`config.mk`:
```
export PLATFORM = sky130hd
export DESIGN_NAME = prog_loader
export DESIGN_NICKNAME = d
export VERILOG_FILES = /design/src/rtl/prog_loader_pkg.sv /design/src/rtl/prog_loader.sv
export SDC_FILE = /design/constraint.sdc
export NUM_CORES = 1
export LEC_CHECK = 0
export ABC_AREA = 1
export BUFFER_PORTS_ARGS = -buffer_cell sky130_fd_sc_hd__buf_2
export CAP_MARGIN = 30
export CORE_MARGIN = 4
export CORE_UTILIZATION = 35
export DETAILED_ROUTE_END_ITERATION = 8
export MAX_ROUTING_LAYER = met4
export PLACE_DENSITY = 0.55
export SLEW_MARGIN = 20
export SYNTH_ARGS = -nofsm -noshare
export SYNTH_HDL_FRONTEND = slang
export SYNTH_SLANG_ARGS = --single-unit
```
`constraint.sdc`:
```
create_clock -name clk -period 5.4 [get_ports clk]
set_input_delay 1.08 -clock clk [delete_from_list [all_inputs] [get_ports clk]]
set_output_delay 1.08 -clock clk [all_outputs]
set_load 0.02 [all_outputs]
```
`src/rtl/prog_loader_pkg.sv`:
```
// Shared types and constants for the boot/program loader.
// Holds the loader state encoding and the per-state output flags.
package prog_loader_pkg;

  localparam int unsigned BYTES_PER_WORD = 2;
  localparam int unsigned CSUM_W         = 8;
  localparam int unsigned CNT_W          = 16;

  typedef enum logic [2:0] {
    IDLE   = 3'd0,
    HDR_HI = 3'd1,
    HDR_LO = 3'd2,
    DAT_HI = 3'd3,
    DAT_LO = 3'd4,
    CSUM   = 3'd5,
    RUN    = 3'd6,
    ERR    = 3'd7
  } ld_state_t;

  typedef struct packed {
    logic ready;
    logic busy;
    logic done;
    logic err;
    logic run;
  } ld_flags_t;

  // Status outputs that belong to each state; registered together with the state.
  function automatic ld_flags_t flags_of(input ld_state_t s);
    ld_flags_t f;
    f = '0;
    case (s)
      HDR_HI, HDR_LO, DAT_HI, DAT_LO, CSUM: begin
        f.ready = 1'b1;
        f.busy  = 1'b1;
      end
      RUN: begin
        f.done = 1'b1;
        f.run  = 1'b1;
      end
      ERR:     f.err = 1'b1;
      default: f = '0;
    endcase
    return f;
  endfunction

endpackage

```
`src/rtl/prog_loader.sv`:
```
// Loads a framed, checksummed byte stream into instruction RAM and
// releases the cpu from reset only after a valid frame (or an explicit run_req).
module prog_loader
  import prog_loader_pkg::*;
#(
  parameter int unsigned ADDR_W = 15,
  parameter int unsigned DATA_W = 16
) (
  input  logic              clk,
  input  logic              reset,
  input  logic              start,
  input  logic              run_req,
  input  logic              byte_valid,
  input  logic [7:0]        byte_data,
  output logic              byte_ready,
  output logic              imem_we,
  output logic [ADDR_W-1:0] imem_addr,
  output logic [DATA_W-1:0] imem_wdata,
  output logic              cpu_resetN,
  output logic              busy,
  output logic              done,
  output logic              err
);

  localparam int unsigned BYTE_W    = DATA_W / BYTES_PER_WORD;
  localparam int unsigned MAX_WORDS = 32'd1 << ADDR_W;

  ld_state_t         state;
  ld_flags_t         flags;
  logic [CNT_W-1:0]  cnt;
  logic [ADDR_W:0]   idx;
  logic [CSUM_W-1:0] csum;
  logic [BYTE_W-1:0] hi;

  logic              accept;
  logic [CSUM_W-1:0] csum_add;
  logic [CNT_W-1:0]  cnt_rx;
  logic              last_word;

  assign accept    = byte_valid && flags.ready;
  assign csum_add  = csum + CSUM_W'(byte_data);
  assign cnt_rx    = {cnt[CNT_W-1:8], byte_data};
  assign last_word = (32'(idx) + 32'd1) == 32'(cnt);

  assign byte_ready = flags.ready;
  assign busy       = flags.busy;
  assign done       = flags.done;
  assign err        = flags.err;
  assign cpu_resetN = flags.run;

  // Loader FSM; status flags are loaded alongside every state change.
  always_ff @(posedge clk) begin
    if (reset) begin
      state      <= IDLE;
      flags      <= flags_of(IDLE);
      cnt        <= '0;
      idx        <= '0;
      csum       <= '0;
      hi         <= '0;
      imem_we    <= 1'b0;
      imem_addr  <= '0;
      imem_wdata <= '0;
    end else begin
      imem_we <= 1'b0;
      case (state)
        IDLE: begin
          if (start) begin
            state <= HDR_HI;
            flags <= flags_of(HDR_HI);
            csum  <= '0;
            idx   <= '0;
          end else if (run_req) begin
            state <= RUN;
            flags <= flags_of(RUN);
          end
        end
        HDR_HI: begin
          if (accept) begin
            csum  <= csum_add;
            cnt   <= CNT_W'({byte_data, 8'h00});
            state <= HDR_LO;
            flags <= flags_of(HDR_LO);
          end
        end
        HDR_LO: begin
          if (accept) begin
            csum <= csum_add;
            cnt  <= cnt_rx;
            if (32'(cnt_rx) > MAX_WORDS) begin
              state <= ERR;
              flags <= flags_of(ERR);
            end else if (cnt_rx == '0) begin
              state <= CSUM;
              flags <= flags_of(CSUM);
            end else begin
              state <= DAT_HI;
              flags <= flags_of(DAT_HI);
            end
          end
        end
        DAT_HI: begin
          if (accept) begin
            csum  <= csum_add;
            hi    <= BYTE_W'(byte_data);
            state <= DAT_LO;
            flags <= flags_of(DAT_LO);
          end
        end
        DAT_LO: begin
          if (accept) begin
            csum       <= csum_add;
            imem_we    <= 1'b1;
            imem_addr  <= idx[ADDR_W-1:0];
            imem_wdata <= DATA_W'({hi, byte_data});
            idx        <= idx + (ADDR_W+1)'(1);
            if (last_word) begin
              state <= CSUM;
              flags <= flags_of(CSUM);
            end else begin
              state <= DAT_HI;
              flags <= flags_of(DAT_HI);
            end
          end
        end
        CSUM: begin
          if (accept) begin
            csum <= csum_add;
            if (csum_add == '0) begin
              state <= RUN;
              flags <= flags_of(RUN);
            end else begin
              state <= ERR;
              flags <= flags_of(ERR);
            end
          end
        end
        RUN: begin
          if (start) begin
            state <= HDR_HI;
            flags <= flags_of(HDR_HI);
            csum  <= '0;
            idx   <= '0;
          end
        end
        ERR: begin
          if (start) begin
            state <= HDR_HI;
            flags <= flags_of(HDR_HI);
            csum  <= '0;
            idx   <= '0;
          end else if (run_req) begin
            state <= RUN;
            flags <= flags_of(RUN);
          end
        end
        default: begin
          state <= IDLE;
          flags <= flags_of(IDLE);
        end
      endcase
    end
  end

endmodule

```
==> run summary, run 1 <==
MaxCap Viol Count -> 0
CTS tree -> built
DR pass1 iterations -> 5
Post-synth EDFFs -> 0
vias per std cell -> 4.99
core area -> 11,600 µm²
Clock Latency Late Sink -> 0.35 ns
largest fanout on the critical path -> 59
power per cell area -> 364 nW/µm²
clock root buffer -> clkbuf_16
drt total wl -> 11,400 µm
Antenna Nets Post-Route -> 0
largest net degree at the start of global routing -> 60
fin crit period -> 2.91 ns
final instance area -> 4920 µm²
Die X-Extent -> 118 µm
TritonCTS buffer count -> 9
crit path kind -> in -> reg
cell row count -> 39
worst-path cell chain -> buf_2 -> nand2_1 -> nor2_4 -> buf_4 -> inv_1 -> nand2_1 -> inv_1 -> a32o_1
Final Hold Viols -> 0
Setup Viol. Count Final -> 0
Ant. Diodes -> 0
gpl congestion -> 0.988
final slew viol count -> 0
VDD IR max -> 225 µV
via count -> 4,018
post-synthesis sequential area ratio -> 40.7%
hold buffers post-CTS -> 0
ys async rst share -> 0%
Worst EP required -> 5.64 ns
Clock Sink Count -> 86
first-pass GRT wire length -> 19,000 µm
Worst Max-Slew Pin Slew -> 0.628 ns
Critical Path Sink Type -> flop
unrepaired setup endpoints after global routing -> no
Synth Register Bits -> 86
vias in the first global route -> 3,779
netlist area before placement -> 4230 µm²
Hold Crit Class -> reg -> reg
skew final -> 0.00787 ns
share of cells above drive strength 1 -> 12.4%
Yosys cell types -> 30
CTS H-tree depth -> 3
slowest stage cell, crit path -> buf_4
run status -> complete, no violations
Rel. slew slack -> 58.1%
top_reg_cell synth -> dfxtp_1
syn_nets -> 641
DP Area -> 4610 µm²
initial DRC count -> 247
CP max stage delay -> 0.47 ns
Core Util, Final -> 42.4%
Port Buf Inserts -> 49
Routed wire per std cell -> 14.1 µm
CP Launch Type -> primary input
Worst Path Arrival -> 3.15 ns
setup TNS -> 0 ns
Detail Placement HPWL -> 8170 µm
Max Freq -> 0.344 GHz
num ports -> 50
P_leak -> 2.12 nW
Syn Area/Cell -> 6.84 µm²
initial antenna violation count -> 0
initial core utilization -> 36.5%
Syn Inst Count -> 619
clock buffer depth -> 2
Post-CTS Setup Repair Bufs -> 0
# DRC -> 0
Die Y-Extent -> 118 µm
CTS clk-pin slew, worst paths -> 0.06 ns
Total Routing Usage GR -> 17.5%
Resize count post-CTS -> 0
fin crit share -> 53.9%
synth warn -> 0
Area growth, synth to finish -> 16.3%
grt total ovfl -> 0
nets@finish -> 680
area of the die -> 13,900 µm²
area by class of cell:
type	count	area, µm²
clock buffer	13	250
sequential	86	1720
timing repair buffer	52	288
clock inverter	3	67.6
tap	143	179
multi-input combinational	457	2220
inverter	52	195
fill	1238	6690
cells by family (layout without fill, tap and decap cells):
logic type	count (synthesis)	after routing	synth area share, %
AOI/OAI and AO/OA	121	121	15.1
xor gates and xnor gates	11	11	2.60
adders and majority gates	9	9	2.84
buffers and inverters	76	120	7.00
DFF	86	86	40.7
and+or+nand+nor	316	316	31.8
flip-flops by register name (all words and copies together) (netlist names):
signal      cells
byte_ready      1
csum            8
done            1
imem_wdata     16
cnt            16
idx            16
imem_addr      15
imem_we         1
err             1
state           3
hi              8
worst max-delay path: cells and delay by family:
family	cells	cell delay, ns
compound gates	1	0.30
buf+inv	4	1.25
simple gates	3	0.49
power by group:
group / switching (mW) / leakage (nW) / internal [mW]
registers: 0.0335 / 0.694 / 0.679
clock network: 0.252 / 0.150 / 0.418
logic: 0.287 / 1.28 / 0.122
synth_stat cells, types with 2 or more instances:
library cell	instances	share of area, %
nor2_1	87	7.7
nand3_1	47	5.6
buf_4	2	0.35
or2_2	4	0.59
nor2_2	6	0.89
xor2_1	6	1.2
nor3_1	7	0.83
clkbuf_1	19	1.7
nor4_1	2	0.30
o21ai_0	47	5.6
inv_1	51	4.5
nand3b_1	5	0.89
a211oi_1	8	1.4
buf_2	3	0.35
nand2_2	3	0.44
nand2_1	146	13
xnor2_1	4	0.83
dfxtp_1	86	41
nand4_1	7	1.0
ha_1	8	2.4
a21oi_1	62	7.3
final timing paths:
check | start | endpoint | slack (ns) | cells after the start
max | byte_valid | idx[1] | 2.49 | 8
min | idx[14] | idx[14] | 0.46 | 2
max reg2reg | state[2] | idx[1] | 2.82 | 7
min reg2reg | idx[14] | idx[14] | 0.46 | 2
routing by layer:
layer	up-vias	routed length (µm)	global-route usage, %
li1	2102	-	-
met1	1789	5280	21.9
met2	104	5250	27.0
met3	23	585	4.52
met4	0	261	6.89
met5	-	0	-
stage by stage:
stage / total power, mW / hold slack [ns] / worst slack (ns) / std cells
global route: 1.90 / 0.491 / 2.27 / 806
CTS: 1.82 / 0.467 / 2.47 / 806
detailed placement: 1.14 / 0.457 / 2.09 / 790
floorplan: 1.03 / 0.444 / 2.77 / 619
global placement: 1.13 / 0.454 / 2.13 / 789
finish: 1.79 / 0.462 / 2.49 / 806
cell usage in the layout, fill, tap and decap left out, drive strengths merged:
| cell type | netlist | layout |
|---|---|---|
| a32o | 1 | 1 |
| dfxtp | 86 | 86 |
| nor2 | 94 | 94 |
| a31oi | 1 | 1 |
| clkbuf | 19 | 13 |
| or2 | 4 | 4 |
| inv | 51 | 51 |
| a21oi | 63 | 63 |
| nand4 | 7 | 7 |
| nand3 | 47 | 47 |
| fa | 1 | 1 |
| clkinv | 1 | 1 |
| nor4 | 2 | 2 |
| bufinv | 0 | 2 |
| clkinvlp | 0 | 1 |
| o21bai | 1 | 1 |
| ha | 8 | 8 |
| xnor3 | 1 | 1 |
| nand3b | 5 | 5 |
| o21ai | 47 | 47 |
| nor3 | 8 | 8 |
| xor2 | 6 | 6 |
| a211oi | 8 | 8 |
| buf | 5 | 52 |
| xnor2 | 4 | 4 |
| nand2 | 149 | 149 |
Power figures use the tool's default switching activity.
==> run 2, diff against run 1 <==
- clock period: 5.4 -> 2.9 ns (I/O delays scaled with it)
==> run 2 against run 1 <==
Net effect: utilization grew 0.41 points; clock skew down 0.0033 ns; register-to-register slack got worse by 2.0 ns; cell count is 0.62% higher; flip-flop and latch count unchanged; global-route usage increased by 0.17 points; worst hold slack worse by 0.0016 ns; power is 92% higher; non-clock buffer count is 5 higher; setup slack got worse by 1.7 ns; highest routed layer unchanged.
==> run summary, run 2 (synthesis gave the netlist of run 1 again) <==
run status -> complete, no violations
Antenna Nets Post-Route -> 0 (unchanged)
final slew viol count -> 0 (unchanged)
Area growth, synth to finish -> 17.4%
CTS tree -> built
CTS clk-pin slew, worst paths -> 0.06 ns (about the same)
most frequent CP cell -> nand2_1
Ant. Diodes -> 0 (unchanged)
grt total ovfl -> 0 (unchanged)
P_leak -> 2.16 nW (+1.9%)
DP Area -> 4620 µm² (+0.38%)
Worst Path Arrival -> 2.32 ns (-0.83 ns)
Final Hold Viols -> 0 (unchanged)
Die X-Extent -> 118 µm (unchanged)
CP Launch Type -> primary input
nets@finish -> 685 (+0.74%)
power per cell area -> 693 nW/µm² (+91%)
Hold Crit Class -> reg -> reg
Die Y-Extent -> 118 µm (unchanged)
TritonCTS buffer count -> 9 (unchanged)
initial DRC count -> 199 (-19%)
Max Freq -> 0.474 GHz
Port Buf Inserts -> 49 (unchanged)
FF-to-FF path depth -> 15 (+8)
largest net degree at the start of global routing -> 59 (-1.7%)
clock root buffer -> clkbuf_16
Largest regs -> cnt x16, idx x16, imem_wdata x16
Post-CTS Setup Repair Bufs -> 0 (unchanged)
Detail Placement HPWL -> 8160 µm (-0.15%)
drt total wl -> 11,700 µm (+2.4%)
FF-to-FF End -> state[2]
final instance area -> 4970 µm² (+0.97%)
Critical Path Sink Type -> flop
Setup Viol. Count Final -> 0 (unchanged)
vias in the first global route -> 3,897 (+3.1%)
slowest stage cell, crit path -> fa_1
commonest non-fill, non-tap cell in the layout -> nand2_1
DR pass1 iterations -> 5 (unchanged)
# DRC -> 0 (unchanged)
Routed wire per std cell -> 14.4 µm (+1.8%)
initial core utilization -> 36.5% (unchanged)
Worst EP required -> 3.11 ns (-2.53 ns)
vias per std cell -> 5.05 (+1.2%)
Clock Sink Count -> 86 (unchanged)
skew final -> 0.00461 ns (-0.00326 ns)
WHS Path Cells -> 2 (unchanged)
initial antenna violation count -> 0 (unchanged)
via count -> 4,092 (+1.8%)
VDD IR max -> 357 µV (+58%)
unrepaired setup endpoints after global routing -> no
most frequent cells in the layout -> 146 x nand2_1, 86 x nor2_1, 86 x dfxtp_1
share of cells above drive strength 1 -> 13.5% (+1.1 points)
Worst Hold Launch -> imem_addr[0]
first-pass GRT wire length -> 19,400 µm (+2.0%)
Resize count post-CTS -> 0 (unchanged)
RR Startpoint -> idx[1]
CP max stage delay -> 0.41 ns (-0.06 ns)
num ports -> 50 (unchanged)
worst hold endpoint -> imem_addr[0]
Worst Max-Slew Pin Slew -> 0.710 ns (+0.0815 ns)
CTS H-tree depth -> 3 (unchanged)
hold buffers post-CTS -> 0 (unchanged)
fin crit share -> 72.8%
crit path kind -> in -> reg
fin crit period -> 2.11 ns
worst-path cell chain -> buf_2 -> ha_1 -> fa_1 -> xor2_1 -> nor3_1 -> nand3_1 -> nor2_1 -> nand3_1 -> nand2_1 -> nand2_1 -> nand2_1 -> a21oi_1
flop-to-flop setup slack -> 0.79 ns (-2.03 ns)
MaxCap Viol Count -> 0 (unchanged)
area of the die -> 13,900 µm² (unchanged)
largest fanout on the critical path -> 6 (-90%)
core area -> 11,600 µm² (unchanged)
Total Routing Usage GR -> 17.6% (+0.17 points)
cell row count -> 39 (unchanged)
Rel. slew slack -> 52.6% (-5.4 points)
setup TNS -> 0 ns (unchanged)
Clock Latency Late Sink -> 0.34 ns (about the same)
gpl congestion -> 0.901 (-8.8%)
clock buffer depth -> 2 (unchanged)
run 2: changes by cell type in the layout (fill, tap and decap cells not counted), sizes merged:
cell,before,now
bufinv,2,3
clkbuf,13,10
buf,52,57
clkinv,1,4
clkinvlp,1,0
run 2: power breakdown:
group          internal [mW]  switching [mW]
registers               1.26          0.0610
logic                  0.236           0.543
clock network          0.864           0.480
run 2: worst max-delay path: cells and delay by family:
kind                       cells  cell delay [ns]
buffers and inverters          1             0.14
and+or+nand+nor                7             0.69
xor gates and xnor gates       1             0.20
AOI/OAI and AO/OA              1             0.05
adders and majority gates      2             0.64
run 2: per-stage QoR:
stage	hold slack [ns]	total power [mW]	instances	utilization [%]	worst slack [ns]
after global placement	0.453	2.12	795	39.8	0.465
after detailed placement	0.455	2.12	795	39.8	0.433
after CTS	0.465	3.48	811	42.8	0.789
after global routing	0.481	3.64	811	42.8	0.558
after floorplan	0.444	1.91	619	-	0.766
final	0.460	3.45	811	42.8	0.789
run 2: final cells by class:
cell class                 count  area [µm²]
clock inverter                 6         109
inverter                      52         195
timing repair buffer          57         305
multi-input combinational    457        2220
fill                        1205        6640
sequential                    86        1720
clock buffer                  10         239
tap                          143         179
run 2: routing by layer:
layer  vias to the layer above  global-route usage (%)  wire length (µm)
met2                        94                    28.6              5370
met4                         0                    4.91               145
met3                        12                    4.13               569
met1                      1870                    22.1              5560
li1                       2116                       -                 -
met5                         -                       -                 0
run 2: worst max path at each step:
stage | startpoint | end | slack, ns
after floorplan | byte_data[0] | state[0] | 0.77
after global placement | byte_data[0] | state[0] | 0.47
after detailed placement | byte_data[0] | state[0] | 0.43
after CTS | idx[1] | state[2] | 0.79
after global routing | byte_data[0] | state[0] | 0.56
final | byte_data[0] | state[0] | 0.79
